## config.mk

```make
export PLATFORM = sky130hd
export DESIGN_NAME = hwpe_stream_zero_sink_flat
export DESIGN_NICKNAME = d
export VERILOG_FILES = /design/src/rtl/hwpe_stream_zero_sink_pkg.sv /design/src/rtl/hwpe_stream_zero_sink_if.sv /design/src/rtl/hwpe_stream_zero_sink_stability_checker.sv /design/src/rtl/hwpe_stream_zero_sink.sv /design/src/flat_wrapper.sv
export SDC_FILE = /design/constraint.sdc
export NUM_CORES = 1
export LEC_CHECK = 0
export CAP_MARGIN = 25
export CELL_PAD_IN_SITES_DETAIL_PLACEMENT = 1
export CELL_PAD_IN_SITES_GLOBAL_PLACEMENT = 2
export CORE_MARGIN = 3
export CORE_UTILIZATION = 31
export CTS_BUF_LIST = sky130_fd_sc_hd__clkbuf_2
export DETAILED_ROUTE_END_ITERATION = 8
export DONT_BUFFER_PORTS = 1
export PLACE_DENSITY = 0.83
export SLEW_MARGIN = 40
export SYNTH_ARGS = -nofsm -noshare
export SYNTH_HDL_FRONTEND = slang
export SYNTH_HIERARCHICAL = 1
export SYNTH_SLANG_ARGS = --single-unit
export TNS_END_PERCENT = 20
```

## constraint.sdc

```tcl
create_clock -name clk_i -period 3.4 [get_ports clk_i]
set_input_delay 1.02 -clock clk_i [delete_from_list [all_inputs] [get_ports clk_i]]
set_output_delay 1.02 -clock clk_i [all_outputs]
set_load 0.02 [all_outputs]
```

## src/rtl/hwpe_stream_zero_sink_pkg.sv

```systemverilog
// Shared types for the zero-stream sink and its stability checker.
// State encoding of the optional HWPE_STREAM_ZERO_SINK_STABILITY_CHECK_EN FSM.
package hwpe_stream_package;

    typedef enum logic [0:0] {
        IDLE = 1'b0,
        HOLD = 1'b1
    } hwpe_stream_zero_sink_state_e;

endpackage

```

## src/rtl/hwpe_stream_zero_sink_if.sv

```systemverilog
// Valid/ready/strb stream bundle used by both the normal and the zero (shadow) stream.
// The monitor modport only observes; sink drives ready back to the producer.
interface hwpe_stream_intf_stream #(
    parameter int unsigned DATA_WIDTH = 32,
    parameter int unsigned STRB_WIDTH = DATA_WIDTH / 8
) ();

    logic                  valid;
    logic                  ready;
    logic [DATA_WIDTH-1:0] data;
    logic [STRB_WIDTH-1:0] strb;

    modport source  (output valid, data, strb, input ready);
    modport sink    (input valid, data, strb, output ready);
    modport monitor (input valid, data, strb, ready);

endinterface

```

## src/rtl/hwpe_stream_zero_sink_stability_checker.sv

```systemverilog
// Handshake-stability check on the zero stream: valid and strb must hold until ready.
// Only built when HWPE_STREAM_ZERO_SINK_STABILITY_CHECK_EN is defined.
`ifdef HWPE_STREAM_ZERO_SINK_STABILITY_CHECK_EN
module hwpe_stream_zero_stability_checker
    import hwpe_stream_package::*;
#(
    parameter int unsigned STRB_WIDTH = 4
) (
    input  logic                  clk_i,
    input  logic                  rst_ni,
    input  logic                  valid,
    input  logic                  ready,
    input  logic [STRB_WIDTH-1:0] strb,
    output logic                  stab_fault
);

    localparam logic [0:0] S_IDLE = IDLE;
    localparam logic [0:0] S_HOLD = HOLD;

    logic [0:0]            state_q, state_d;
    logic [STRB_WIDTH-1:0] capt_q, capt_d;

    always_comb begin
        state_d    = state_q;
        capt_d     = capt_q;
        stab_fault = 1'b0;
        case (state_q)
            S_IDLE: begin
                if (valid && !ready) begin
                    state_d = S_HOLD;
                    capt_d  = strb;
                end
            end
            S_HOLD: begin
                if (!valid) begin
                    stab_fault = 1'b1;
                    state_d    = S_IDLE;
                end else if (strb != capt_q) begin
                    // Keep tracking the new value so one glitch is reported once.
                    stab_fault = 1'b1;
                    capt_d     = strb;
                end else if (ready) begin
                    state_d = S_IDLE;
                end
            end
            default: state_d = S_IDLE;
        endcase
    end

    // Stage boundary: FSM state and strb capture.
    always_ff @(posedge clk_i or negedge rst_ni) begin
        if (!rst_ni) begin
            state_q <= S_IDLE;
            capt_q  <= '0;
        end else begin
            state_q <= state_d;
            capt_q  <= capt_d;
        end
    end

endmodule
`endif

```

## src/rtl/hwpe_stream_zero_sink.sv

```systemverilog
// Consumer end of the zero (shadow) stream: mirrors ready and flags valid/strb divergence.
// Define HWPE_STREAM_ZERO_SINK_STABILITY_CHECK_EN to add the zero-stream stability FSM.
module hwpe_stream_zero_sink
    import hwpe_stream_package::*;
#(
    parameter int unsigned STRB_WIDTH      = 4,
    parameter int unsigned FAULT_CNT_WIDTH = 8
) (
    input  logic                       clk_i,
    input  logic                       rst_ni,
    input  logic                       clear_i,
    hwpe_stream_intf_stream.monitor    normal_i,
    hwpe_stream_intf_stream.sink       zero_i,
    output logic                       fault_detected_o,
    output logic                       fault_sticky_o,
    output logic [FAULT_CNT_WIDTH-1:0] fault_count_o
);

    function automatic logic [FAULT_CNT_WIDTH-1:0] sat_inc(input logic [FAULT_CNT_WIDTH-1:0] v);
        if (&v) return v;
        return v + FAULT_CNT_WIDTH'(1);
    endfunction

    logic [STRB_WIDTH-1:0] normal_strb;
    logic [STRB_WIDTH-1:0] zero_strb;
    logic                  mismatch;
    logic                  stab_fault;
    logic                  fault_p0;
    logic                  unused_data;

    assign zero_i.ready = normal_i.ready;
    assign normal_strb  = normal_i.strb;
    assign zero_strb    = zero_i.strb;
    assign unused_data  = ^{normal_i.data, zero_i.data};

    // strb only carries meaning while both sides present a beat.
    assign mismatch = (normal_i.valid != zero_i.valid) |
                      (normal_i.valid & zero_i.valid & (normal_strb != zero_strb));

`ifdef HWPE_STREAM_ZERO_SINK_STABILITY_CHECK_EN
    hwpe_stream_zero_stability_checker #(
        .STRB_WIDTH (STRB_WIDTH)
    ) i_stability (
        .clk_i      (clk_i),
        .rst_ni     (rst_ni),
        .valid      (zero_i.valid),
        .ready      (zero_i.ready),
        .strb       (zero_strb),
        .stab_fault (stab_fault)
    );
`else
    assign stab_fault = 1'b0;
`endif

    assign fault_p0 = mismatch | stab_fault;

    // Stage boundary: fault pulse, sticky flag and saturating counter.
    always_ff @(posedge clk_i or negedge rst_ni) begin
        if (!rst_ni) begin
            fault_detected_o <= 1'b0;
            fault_sticky_o   <= 1'b0;
            fault_count_o    <= '0;
        end else begin
            fault_detected_o <= fault_p0;
            fault_sticky_o   <= fault_p0 | (fault_sticky_o & ~clear_i);
            if (clear_i)
                fault_count_o <= fault_p0 ? FAULT_CNT_WIDTH'(1) : '0;
            else if (fault_p0)
                fault_count_o <= sat_inc(fault_count_o);
        end
    end

endmodule

```

## src/flat_wrapper.sv

```systemverilog
// flat-port wrapper written by rule: the top's interface ports become plain ports
module hwpe_stream_zero_sink_flat import hwpe_stream_package::*;
#(
    parameter int unsigned STRB_WIDTH      = 4,
    parameter int unsigned FAULT_CNT_WIDTH = 8
)
  (clk_i, rst_ni, clear_i, fault_detected_o, fault_sticky_o, fault_count_o, normal_i_valid, normal_i_data, normal_i_strb, normal_i_ready, zero_i_valid, zero_i_data, zero_i_strb, zero_i_ready);
  hwpe_stream_intf_stream #(.DATA_WIDTH(32), .STRB_WIDTH(STRB_WIDTH)) normal_i_i ();
  hwpe_stream_intf_stream #(.DATA_WIDTH(32), .STRB_WIDTH(STRB_WIDTH)) zero_i_i ();
  input  logic clk_i;
  input  logic rst_ni;
  input  logic clear_i;
  output logic fault_detected_o;
  output logic fault_sticky_o;
  output logic [FAULT_CNT_WIDTH-1:0] fault_count_o;
  input wire logic [$bits(normal_i_i.valid)-1:0] normal_i_valid;
  input wire logic [$bits(normal_i_i.data)-1:0] normal_i_data;
  input wire logic [$bits(normal_i_i.strb)-1:0] normal_i_strb;
  input wire logic [$bits(normal_i_i.ready)-1:0] normal_i_ready;
  input wire logic [$bits(zero_i_i.valid)-1:0] zero_i_valid;
  input wire logic [$bits(zero_i_i.data)-1:0] zero_i_data;
  input wire logic [$bits(zero_i_i.strb)-1:0] zero_i_strb;
  output wire logic [$bits(zero_i_i.ready)-1:0] zero_i_ready;
  assign normal_i_i.valid = normal_i_valid;
  assign normal_i_i.data = normal_i_data;
  assign normal_i_i.strb = normal_i_strb;
  assign normal_i_i.ready = normal_i_ready;
  assign zero_i_i.valid = zero_i_valid;
  assign zero_i_i.data = zero_i_data;
  assign zero_i_i.strb = zero_i_strb;
  assign zero_i_ready = zero_i_i.ready;
  hwpe_stream_zero_sink #(.STRB_WIDTH(STRB_WIDTH), .FAULT_CNT_WIDTH(FAULT_CNT_WIDTH)) u_core (.clk_i(clk_i), .rst_ni(rst_ni), .clear_i(clear_i), .normal_i(normal_i_i), .zero_i(zero_i_i), .fault_detected_o(fault_detected_o), .fault_sticky_o(fault_sticky_o), .fault_count_o(fault_count_o));
endmodule
```

==> impl_metrics.env <==
export IMPL_ctsHoldBuffers=0
export IMPL_worstReg2RegEnd="u_core/fault_count_o[6]"
export IMPL_fin_nets=151
export IMPL_grt_start_max_net_pins=19
export IMPL_arrival_ns=2.36
export IMPL_final_cell_mix="dfrtp_1 (10), nor2_1 (7), nor2b_1 (5), mux2_1 (5)"
export IMPL_synthCells=69
export IMPL_clock_sinks=10
export IMPL_dp_slack_ns=0.903
export IMPL_core_area_um2=2000
export IMPL_drive_gt1_share_pct=12.9
export IMPL_fin_crit_sh_pct=65.2
export IMPL_place_congestion=0.736
export IMPL_drtIter0Drc=4
export IMPL_syn_nets=149
export IMPL_routed_wl_um=1500
export IMPL_reg2regPathDepth=5
export IMPL_crit_fanout=10
export IMPL_syn2layout_area_growth_pct=5.61
export IMPL_synth_seq_cells=10
export IMPL_cts_htree_levels=1
export IMPL_die_w_um=52.5
export IMPL_setup_ws_ns=1.18
export IMPL_antennaDiodeCount=0
export IMPL_io_buffers=0
export IMPL_antenna_found_initial=0
export IMPL_place_inst=93
export IMPL_cp_end_kind="register"
export IMPL_report_power_total_mw=0.260
export IMPL_fmax_mhz=451
export IMPL_drv_slew=0
export IMPL_netlist_area_um2=669
export IMPL_mostFrequentLayoutCell="dfrtp_1"
export IMPL_cts_resized=0
export IMPL_tightest_slew_ns=0.603
export IMPL_cts_buffers=3
export IMPL_vdd_ir_drop_max_uv=182
export IMPL_p_leak_nw=0.302
export IMPL_dieArea_um2=2750
export IMPL_cts_tree="built"
export IMPL_required_ns=3.54
export IMPL_rrSetupSlack_ns=1.51
export IMPL_clk_path_buf_depth=2
export IMPL_final_antenna_net_count=0
export IMPL_ios=89
export IMPL_die_h_um=52.5
export IMPL_startpoint="zero_i_strb[1]"
export IMPL_fin_setup_tns_ns=0
export IMPL_initial_core_util_pct=33.4
export IMPL_setup_viol=0
export IMPL_slew_headroom_pct=59.7
export IMPL_period_minus_slack_ns=2.22
export IMPL_crit_type="in2reg"
export IMPL_r2r_start="u_core/fault_count_o[0]"
export IMPL_regArea_um2=250
export IMPL_hold_class="in2async"
export IMPL_pwr_density_cell_nw_per_um2=368
export IMPL_cp_start_kind="primary input"
export IMPL_crit_chain="xor2_1, o41ai_4, a211oi_1, mux2_1"
export IMPL_skew_ns=0.0151
export IMPL_clk_pin_slew_ns=0.11
export IMPL_vias=500
export IMPL_yosys_warnings=6
export IMPL_cts_root_buf="clkbuf_2"
export IMPL_clock_latency_ns=0.25
export IMPL_status="completed"
export IMPL_critPathMaxStageDelay_ns=0.64
export IMPL_netlist_cell_type_count=27
export IMPL_track_usage_pct=12.4
export IMPL_avgSynthCellArea_um2=9.70
export IMPL_rsz0062_at_grt="no"
export IMPL_nFillCells=249
export IMPL_avgViaCountPerCell=5.15
export IMPL_holdWs_ns=0.445
export IMPL_grt_pass1_vias=568
export IMPL_dr_pass1_iters=3
export IMPL_post_route_drc_count=0
export IMPL_hold_viol=0
export IMPL_final_cells=97
export IMPL_crit_slowest_cell="o41ai_4"
export IMPL_multiInputGateArea_um2=385
export IMPL_cts_setup_buffers=0
export IMPL_grt_pass1_wl_um=2490
export IMPL_num_rows=16
export IMPL_dpl_hpwl_um=1170
export IMPL_cap_violations=0
export IMPL_wire_per_inst_um=15.4
export IMPL_synth_seq_area_share_pct=37.4
export IMPL_grt_overflow_total=0
-- metrics by stage --
step | area [µm²] | util, %
finish | 707 | 35.3
CTS | 707 | 35.3
global placement | 688 | 34.4
detailed placement | 688 | 34.4
global route | 707 | 35.3
floorplan | 669 | -
-- worst max-delay path, delay by kind of cell --
family | cells | cell delay, ns
multiplexers | 1 | 0.35
XOR/XNOR | 1 | 0.16
AO/OA/AOI/OAI | 2 | 0.82
-- cells in the mapped netlist --
master	instances	share of area, %
a2111oi_0	1	1.3
a2111oi_2	1	2.2
a211oi_1	4	4.5
a21o_2	1	1.3
a21oi_1	3	2.2
a221oi_1	1	1.3
and2_2	1	1.1
buf_4	1	1.1
clkbuf_1	2	1.1
clkinv_1	1	0.56
dfrtp_1	10	37
ha_1	2	3.7
inv_1	4	2.2
mux2_1	5	8.4
mux2_2	1	1.7
mux2i_1	1	1.5
nand2_1	2	1.1
nand2b_1	2	1.9
nand3_1	3	2.2
nand4_1	2	1.9
nor2_1	7	3.9
nor2b_1	5	4.7
nor3_1	1	0.75
o21ai_0	2	1.5
o41ai_4	1	4.1
or2_2	1	0.94
xor2_1	4	5.2
-- sequential cells by signal, summed over array words and instances (netlist names) --
name	flops
u_core/fault_count_o	8
u_core/fault_detected_o	1
u_core/fault_sticky_o	1
-- power by group --
group          total [mW]  switching [mW]  internal (mW)
sequential          0.152          0.0236          0.128
combinational      0.0429          0.0238         0.0191
clock              0.0656          0.0400         0.0256
-- how the worst max path moves through the flow --
stage | to | slack (ns) | cells past startpoint
2_1_floorplan | u_core/fault_count_o[3] | 1.09 | 4
3_3_place_gp | u_core/fault_count_o[5] | 0.95 | 4
3_5_place_dp | u_core/fault_count_o[7] | 0.90 | 4
4_1_cts | u_core/fault_count_o[7] | 1.20 | 4
5_1_grt | u_core/fault_count_o[5] | 1.13 | 4
6_report | u_core/fault_count_o[7] | 1.18 | 4
-- cell families (layout without fill, tap and decap cells) --
| kind of cell | after synthesis | after routing | synth area share, % |
|---|---|---|---|
| adder cells (fa/ha/maj) | 2 | 2 | 3.74 |
| multiplexers | 7 | 7 | 11.6 |
| AND/OR/NAND/NOR | 24 | 24 | 18.5 |
| XOR/XNOR | 4 | 4 | 5.23 |
| buffers and inverters | 8 | 9 | 5.05 |
| flip-flops | 10 | 10 | 37.4 |
| AO/OA/AOI/OAI | 14 | 14 | 18.5 |
-- area by class of cell --
type,count,area share (%)
Clock buffer,3,2.12
Clock inverter,1,0.531
Inverter,5,2.65
Multi-Input combinational cell,51,54.5
Sequential cell,10,35.4
Tap cell,27,4.78
-- layer usage --
metal | track usage [%] | vias to the layer above | share of wire [%]
met5 | 0 | - | 0
met3 | 2.85 | 2 | 6.7
met4 | 5.11 | 0 | 0.53
li1 | - | 244 | -
met1 | 14.2 | 237 | 46
met2 | 21.7 | 17 | 47
(Power assumes the default switching activity.)
